### config.mk
export PLATFORM = sky130hd
export DESIGN_NAME = s298_bist_ctrl
export DESIGN_NICKNAME = d
export VERILOG_FILES = /design/src/rtl/s298_bist_ctrl.sv
export SDC_FILE = /design/constraint.sdc
export NUM_CORES = 1
export LEC_CHECK = 0
export ABC_AREA = 0
export BUFFER_PORTS_ARGS = -buffer_cell sky130_fd_sc_hd__buf_2
export CORE_MARGIN = 3
export CORE_UTILIZATION = 59
export CTS_CLUSTER_DIAMETER = 30
export DETAILED_ROUTE_END_ITERATION = 8
export PLACE_DENSITY = 0.83
export SLEW_MARGIN = 20
export SYNTH_ARGS = -nofsm -noshare
export SYNTH_HDL_FRONTEND = slang
export SYNTH_SLANG_ARGS = --single-unit
### constraint.sdc
create_clock -name CK -period 4.6 [get_ports CK]
set_input_delay 0.23 -clock CK [delete_from_list [all_inputs] [get_ports CK]]
set_output_delay 0.23 -clock CK [all_outputs]
set_load 0.01 [all_outputs]
### src/rtl/s298_bist_ctrl.sv
`default_nettype none
// ============================================================================
// Module   : s298_bist_ctrl
// Purpose  : BIST sequencer for the s298 core (LFSR stimulus, MISR compaction)
// Revision : 1.0
// ============================================================================
module s298_bist_ctrl #(
  parameter logic [15:0] NUM_PATTERNS = 16'd255,
  parameter int unsigned INIT_CYCLES  = 2,
  parameter logic [7:0]  LFSR_SEED    = 8'h01,
  parameter logic [15:0] GOLDEN_SIG   = 16'h0000
) (
  input  logic        CK,
  input  logic        RST,
  input  logic        start,
  input  logic [5:0]  cut_out,
  output logic        cut_g0,
  output logic        cut_g1,
  output logic        cut_g2,
  output logic        busy,
  output logic        done,
  output logic        pass,
  output logic [15:0] signature
);

  if (NUM_PATTERNS == 16'd0) begin : g_chk_num
    $error("s298_bist_ctrl: NUM_PATTERNS must be nonzero");
  end
  if (INIT_CYCLES < 1 || INIT_CYCLES > 15) begin : g_chk_init
    $error("s298_bist_ctrl: INIT_CYCLES must be in 1..15");
  end
  if (LFSR_SEED == 8'h00) begin : g_chk_seed
    $error("s298_bist_ctrl: LFSR_SEED must be nonzero");
  end

  localparam logic [15:0] c_INIT_LAST = 16'(INIT_CYCLES - 1);
  localparam logic [15:0] c_PAT_LAST  = NUM_PATTERNS - 16'd1;

  typedef enum logic [2:0] {
    S_IDLE  = 3'd0,
    S_INIT  = 3'd1,
    S_RUN   = 3'd2,
    S_FLUSH = 3'd3,
    S_DONE  = 3'd4
  } state_t;

  state_t      r_state;
  logic [7:0]  r_lfsr;
  logic [15:0] r_misr;
  logic [15:0] r_cnt;
  logic        r_g0, r_g1, r_g2;
  logic        r_busy, r_done, r_pass;

  logic [7:0]  w_lfsr_next;
  logic        w_misr_fb;
  logic [15:0] w_misr_next;

  assign w_lfsr_next = {r_lfsr[6:0], r_lfsr[7] ^ r_lfsr[5] ^ r_lfsr[4] ^ r_lfsr[3]};
  assign w_misr_fb   = r_misr[15] ^ r_misr[14] ^ r_misr[12] ^ r_misr[3];
  assign w_misr_next = {r_misr[14:0], w_misr_fb} ^ {10'b0, cut_out};

  // r_lfsr always holds the next vector to drive; it is consumed as it is registered out
  always_ff @(negedge CK) begin
    if (RST) begin
      r_state <= S_IDLE;
      r_lfsr  <= LFSR_SEED;
      r_misr  <= 16'h0000;
      r_cnt   <= 16'h0000;
      r_g0    <= 1'b1;
      r_g1    <= 1'b0;
      r_g2    <= 1'b0;
      r_busy  <= 1'b0;
      r_done  <= 1'b0;
      r_pass  <= 1'b0;
    end else begin
      case (r_state)
        S_IDLE, S_DONE: begin
          if (start) begin
            r_state <= S_INIT;
            r_lfsr  <= LFSR_SEED;
            r_misr  <= 16'h0000;
            r_cnt   <= 16'h0000;
            r_g0    <= 1'b1;
            r_g1    <= 1'b0;
            r_g2    <= 1'b0;
            r_busy  <= 1'b1;
            r_done  <= 1'b0;
            r_pass  <= 1'b0;
          end else begin
            r_g0 <= 1'b0;
            r_g1 <= 1'b0;
            r_g2 <= 1'b0;
          end
        end
        S_INIT: begin
          if (r_cnt == c_INIT_LAST) begin
            r_state <= S_RUN;
            r_cnt   <= 16'h0000;
            r_g0    <= r_lfsr[7] & r_lfsr[6];
            r_g1    <= r_lfsr[0];
            r_g2    <= r_lfsr[1];
            r_lfsr  <= w_lfsr_next;
          end else begin
            r_cnt <= r_cnt + 16'd1;
          end
        end
        S_RUN: begin
          // the first RUN cycle sees the response to the INIT drive, not a vector
          if (r_cnt != 16'h0000) begin
            r_misr <= w_misr_next;
          end
          if (r_cnt == c_PAT_LAST) begin
            r_state <= S_FLUSH;
            r_g0    <= 1'b0;
            r_g1    <= 1'b0;
            r_g2    <= 1'b0;
          end else begin
            r_cnt  <= r_cnt + 16'd1;
            r_g0   <= r_lfsr[7] & r_lfsr[6];
            r_g1   <= r_lfsr[0];
            r_g2   <= r_lfsr[1];
            r_lfsr <= w_lfsr_next;
          end
        end
        S_FLUSH: begin
          r_state <= S_DONE;
          r_misr  <= w_misr_next;
          r_pass  <= (w_misr_next == GOLDEN_SIG);
          r_busy  <= 1'b0;
          r_done  <= 1'b1;
          r_g0    <= 1'b0;
          r_g1    <= 1'b0;
          r_g2    <= 1'b0;
        end
        default: begin
          r_state <= S_IDLE;
          r_busy  <= 1'b0;
          r_done  <= 1'b0;
        end
      endcase
    end
  end

  assign cut_g0    = r_g0;
  assign cut_g1    = r_g1;
  assign cut_g2    = r_g2;
  assign busy      = r_busy;
  assign done      = r_done;
  assign pass      = r_pass;
  assign signature = r_misr;

endmodule
`default_nettype wire
* Word-level counts from Yosys, hierarchy flattened
Cells that the tools add are included.
** Storage, ports and cells
- Bits in registers :: 49
- Output and inout bits :: 22
** Cells by class
- Add/sub/neg operators :: 1
- Equal/unequal tests :: 11
- Muxes and demuxes :: 29
- Bitwise operators :: 9
- Reductions and logical operators :: 19
** Operators by type and width (number)
- 16-bit case mux with 3 select lines :: 2
- 16-bit 2-to-1 mux :: 4
- 8-bit 2-to-1 mux :: 3
- 8-bit case mux with 3 select lines :: 1
- 16-bit by 1-bit adder with 16-bit output (second input constant) :: 1
- 16-bit by 1-bit == test with 1-bit output (second input constant) :: 1
- 16-bit by 8-bit == test with 1-bit output (second input constant) :: 1
- 16-bit zero test :: 1
- 16-bit nonzero test :: 1
- 16-bit by 6-bit XOR with 16-bit output :: 1
- 3-bit case mux with 4 select lines :: 1
- 2-bit != test (second input constant) :: 5
- 1-bit 2-to-1 mux :: 9
- 3-bit 2-to-1 mux :: 3
- 1-bit case mux with 3 select lines :: 3
- 3-bit AND reduction :: 3
- 3-bit nonzero test :: 3
- 2-bit AND reduction :: 4
- 3-bit by 2-bit == test with 1-bit output (second input constant) :: 2
- 1-bit XOR :: 6
- 1-bit case mux with 2 select lines :: 2
- 1-bit case mux with 4 select lines :: 1
- 4-bit AND reduction :: 1
- 4-bit nonzero test :: 1
- 8 further kinds :: 9

* Depth between registers and ports, before layout
Gate-level depths: netlist of run 1.
- Word-level depth :: 6
- Gate-level depth with buffers :: 9
- Depth with buffers taken out :: 7

==> results of run 1 <==
## state kept, by name (all words and copies together), names as in the netlist
| register | flops |
|---|---|
| r_cnt | 16 |
| signature | 16 |
| r_lfsr | 8 |
| r_state | 3 |
| busy | 1 |
| cut_g0 | 1 |
| cut_g1 | 1 |
| cut_g2 | 1 |
| done | 1 |
| pass | 1 |
## report_power, final
group	switching, mW	leakage [nW]	total [mW]	internal, mW
combinational	0.148	0.554	0.230	0.0824
clock	0.256	0.301	0.416	0.160
sequential	0.0267	0.396	0.477	0.450
## placed cells by master, fill, tap and decap left out, types with 4 or more instances in the layout
cell,Yosys,routed
nand4_1,4,4
inv_1,7,55
nand3_1,27,27
xnor2_1,7,7
or3_1,12,12
a21oi_1,38,38
o21ai_1,12,12
nor2_1,10,10
clkbuf_8,0,5
nand2_1,30,30
xor2_1,7,7
mux2i_1,8,8
buf_2,3,30
and2_1,4,4
o21ai_0,5,5
dfxtp_1,49,49
ha_1,4,4
nand2b_1,7,7
nor3_1,6,6
## worst register-to-register path: cells and delay by family (launching register included)
kind | cells | cell delay [ps]
and+or+nand+nor | 4 | 980
AOI/OAI and AO/OA | 1 | 490
DFF | 1 | 400
adders and majority gates | 1 | 180
buffers and inverters | 1 | 90
## per-layer routing
layer / track usage [%] / wire [um]
met1: 26.9 / 2410
met2: 33.2 / 2460
met3: 7.48 / 352
met4: 12.3 / 46
met5: 0 / 0
## layout make-up
| cell class | count | area, um^2 | area share, % |
|---|---|---|---|
| flip-flops and latches | 49 | 981 | 34.8 |
| clock buffers | 5 | 68.8 | 2.44 |
| well taps | 48 | 60.1 | 2.13 |
| multi-input cells | 218 | 1330 | 47.2 |
| clock inverters | 51 | 198 | 7.01 |
| inverters | 6 | 22.5 | 0.799 |
| repair buffers | 31 | 158 | 5.59 |
## worst max path at each step
stage,start,endpoint,cells after the start
floorplan,start,r_cnt[9],5
global placement,start,r_cnt[9],6
detailed placement,start,r_cnt[9],6
CTS,start,r_cnt[9],6
global route,start,r_cnt[9],6
finish,start,r_cnt[9],6
## stage by stage
stage	hold WS (ps)	total power, mW
after CTS	452	1.14
after floorplan	460	0.747
after global routing	479	1.22
after detailed placement	447	0.775
final	447	1.12
after global placement	441	0.771
## cells by family after synthesis
kind of cell	Yosys count	synth area share, %
compound gates	65	15.1
fa+ha+maj	5	2.47
mux	8	3.30
simple gates	126	28.9
flops	49	40.4
xor+xnor	14	5.05
buf+inv	21	4.79
==> results.toml, run 1 <==
[routing]
routedWlPerCell_um = 12.9
via_count = 2312
drcViolationCount = 0
drtIter0Drc = 235
drtAntennaViolNets = 0
drt-pass1-iter-count = 4
drt-vias-per-instance = 5.67
drt_wl_total_um = 5270

[critical_path]
critPathKind = "in -> reg"
reg2reg_from = "r_cnt[1]"
cp.buffers_inverters = 2
crit_family = "simple AND/OR/NAND/NOR gates"
cp_cell_sequence = "buf_2 > inv_1 > nor3_1 > a211o_1 > or4_1 > nand2_1"
worst_r2r_path_depth = 7
worstPathMaxFanout = 15
reg2reg_to = "r_cnt[9]"
cp.arrival_ps = 1660
rrSetupSlack_ps = 2430
endpoint_kind = "register"
cpMaxStageDelayCell = "or4_1"
cpPeakStageDelay_ps = 560
cp.required_ps = 2620
cp-start-kind = "input port"

[cells_and_area]
synthToLayoutAreaGrowth_pct = 16.1
diodes = 0
drive_gt1_share_pct = 13.6
utilization_pct = 73.7
stdcell_count = 408
design_area_um2 = 2820
nFillCells = 291
fin_nets = 373

[pwr]
ir_worst_vdd_v = 0.000219
power.density_nw_per_um2 = 398
leakage_nw = 1.25

[synthesis]
yosys_warnings = 0
synthArstFlopShare_pct = 0
synth_area_leaders = "dfxtp_1 (40%), a21oi_1 (7.8%), nand3_1 (5.6%)"
syn_area_um2 = 2430
synth_ff_type = "dfxtp_1"
syn-num-nets = 301
ys_seq_area_share_pct = 40.4
synth.distinct_cells = 44
syn-mean-instance-area_um2 = 8.44
yosysTopAreaCell = "dfxtp_1"
synth_top_area_share_pct = 40.4
synth.top_cells.by_count = "dfxtp_1 (49), a21oi_1 (38), nand2_1 (30)"
synth-edff-count = 0
syn_inst = 288
yosys_register_bits = 49
synth.most_common_cell = "dfxtp_1"

[worst_hold_path]
hold_start = "cut_g1"
worstHoldEndpoint = "cut_g1"
min_path_type = "reg -> reg"
holdPathStages = 2

[cts]
cts_hold_buf = 0
cts-resized-gates = 0
post_cts_buffers = 0
clk_pin_slew_ps = 50
htree_levels = 2
cts_tree = "yes"
cts_buffers = 5
cts-root-buf = "clkbuf_8"
clk_path_buf_depth = 2
insertion_delay_ps = 380
clkSinkCount = 49

[timing]
fin_skew_ps = 22.9
rsz0062_at_grt = "false"
max-slew-margin-rel_pct = 60.6
fin_tns_setup_ps = 0
drv_slew = 0
tightest_slew_ps = 587
setup_ws_ps = 957
finalSetupViolCount = 0
hold_viol = 0

[floorplanning]
fp.dieW_um = 70.2
start_util_pct = 63.5
die_y_um = 70.2
core_area_um2 = 3830
row_count = 22
ios = 31
dieArea_um2 = 4920

[global_routing]
grt_pass1_vias = 2071
grt_start_max_net_pins = 39
grt_pass1_wl_um = 8840
antenna_found_initial = 0
gr-total-overflow = 0
grt_use_total_pct = 21.8

[job]
cap_viol_max_count = 0

[placed_design]
portBuffers = 30
post_dp_cell_area_um2 = 2560
dp.cells = 353
place_hpwl_um = 3410
pre_cts_slack_ps = 564
gp_congestion = 0.823

[outcome]
status = "completed"
(Power assumes the default switching activity.)
==> run 2, diff against run 1 <==
--- a/config.mk
+++ b/config.mk
@@ -8,10 +8,10 @@
 export ABC_AREA = 0
 export BUFFER_PORTS_ARGS = -buffer_cell sky130_fd_sc_hd__buf_2
 export CORE_MARGIN = 3
-export CORE_UTILIZATION = 59
+export CORE_UTILIZATION = 52
 export CTS_CLUSTER_DIAMETER = 30
 export DETAILED_ROUTE_END_ITERATION = 8
-export PLACE_DENSITY = 0.83
+export PLACE_DENSITY = 0.78
 export SLEW_MARGIN = 20
 export SYNTH_ARGS = -nofsm -noshare
 export SYNTH_HDL_FRONTEND = slang
==> constraint.sdc (replaced) <==
create_clock -name CK -period 3.1 [get_ports CK]
set_input_delay 0.155 -clock CK [delete_from_list [all_inputs] [get_ports CK]]
set_output_delay 0.155 -clock CK [all_outputs]
set_load 0.01 [all_outputs]
==> results.toml, run 2 (synthesis results as in run 1) <==
[pwr]
leakage_nw = 1.29
finalPower_mw = 1.79
power.density_nw_per_um2 = 620
ir_worst_vdd_v = 0.000367

[critical_path]
worstPathMaxFanout = 5
critPathKind = "reg -> out"
cp_cell_sequence = "buf_2"
cp.required_ps = 2940
cp.buffers_inverters = 1
endpoint_kind = "primary output"
crit_family = "flip-flops"
cp.arrival_ps = 2470
cpPeakStageDelay_ps = 390
cp-start-kind = "register"
cpMaxStageDelayCell = "dfxtp_1"

[floorplanning]
start_util_pct = 54.7
core_area_um2 = 4440
fp.dieW_um = 74.4
dieArea_um2 = 5530
ios = 31
row_count = 24
die_y_um = 74.4

[global_routing]
gr-total-overflow = 0
grt_use_total_pct = 20.2
antenna_found_initial = 0
grt_start_max_net_pins = 31
grt_pass1_wl_um = 8880
grt_pass1_vias = 2227

[placed_design]
post_dp_cell_area_um2 = 2590
portBuffers = 30
gp_congestion = 0.838
place_hpwl_um = 3530
dp.cells = 361

[timing]
finalSetupViolCount = 0
drv_slew = 0
max-slew-margin-rel_pct = 63.7
hold_viol = 0
tightest_slew_ps = 543
rsz0062_at_grt = "false"
fin_skew_ps = 26.1
fin_tns_setup_ps = 0

[cts]
cts_tree = "yes"
htree_levels = 2
insertion_delay_ps = 390
clk_pin_slew_ps = 40
cts-resized-gates = 0
cts_buffers = 5
clkSinkCount = 49
cts_hold_buf = 0
cts-root-buf = "clkbuf_8"
clk_path_buf_depth = 2
post_cts_buffers = 0

[routing]
drt-pass1-iter-count = 4
drcViolationCount = 0
drtIter0Drc = 193
drtAntennaViolNets = 0
via_count = 2322
drt-vias-per-instance = 5.57
drt_wl_total_um = 5320
routedWlPerCell_um = 12.8

[cells_and_area]
fin_nets = 377
synthToLayoutAreaGrowth_pct = 18.9
design_area_um2 = 2890
layout_commonest_cell = "inv_1"
stdcell_count = 417
final_cell_mix = "inv_1 (55), dfxtp_1 (49), a21oi_1 (38), nand2_1 (30), buf_2 (30)"
drive_gt1_share_pct = 14.8
diodes = 0

[worst_hold_path]
min_path_type = "reg -> reg"

[job]
cap_viol_max_count = 0

[outcome]
status = "completed"
-- run 2: cell types whose count changed in the layout (fill, tap and decap cells not counted) --
cell,previous run,this run
inv_8,0,1
bufinv_16,0,1
buf_4,1,5
clkinvlp_2,1,0
clkinv_4,1,0
inv_4,0,1
-- run 2: per-layer routing --
metal	vias up	routed length (um)	part of all wire (%)	global-route usage, %
li1	1177	-	-	-
met1	1100	2330	44	22.0
met2	37	2700	51	34.0
met3	8	214	4.0	7.30
met4	0	72	1.4	11.1
met5	-	0	0	0
-- run 2: cell type report --
class                      count  area, um^2
clock buffer                   5        68.8
clock inverter                52         231
fill                         377        1560
inverter                       6        22.5
multi-input combinational    218        1330
sequential                    49         981
tap                           52        65.1
timing repair buffer          35         188
-- run 2: per-stage QoR --
step | util (%) | hold slack (ps) | setup WS (ps)
2_1_floorplan | - | 460 | 316
3_5_place_dp | 58.3 | 445 | 191
6_report | 65.0 | 446 | 471
4_1_cts | 65.0 | 450 | 464
5_1_grt | 65.0 | 483 | 406
3_3_place_gp | 58.3 | 442 | 207
-- run 2: path summary, 6_finish.rpt --
| check | from | to | slack (ps) | depth (start not counted) |
|---|---|---|---|---|
| hold / removal | cut_g2 | cut_g2 | 450 | 2 |
| setup reg to reg | r_cnt[0] | r_cnt[9] | 1000 | 7 |
| hold reg to reg | cut_g2 | cut_g2 | 450 | 2 |
| setup / recovery | signature[14] | signature[14] | 470 | 1 |
-- run 2: power breakdown --
group	internal (mW)	total [mW]	switching [mW]
Sequential	0.668	0.708	0.0400
Combinational	0.132	0.352	0.220
Clock	0.329	0.732	0.403
Total	1.13	1.79	0.663
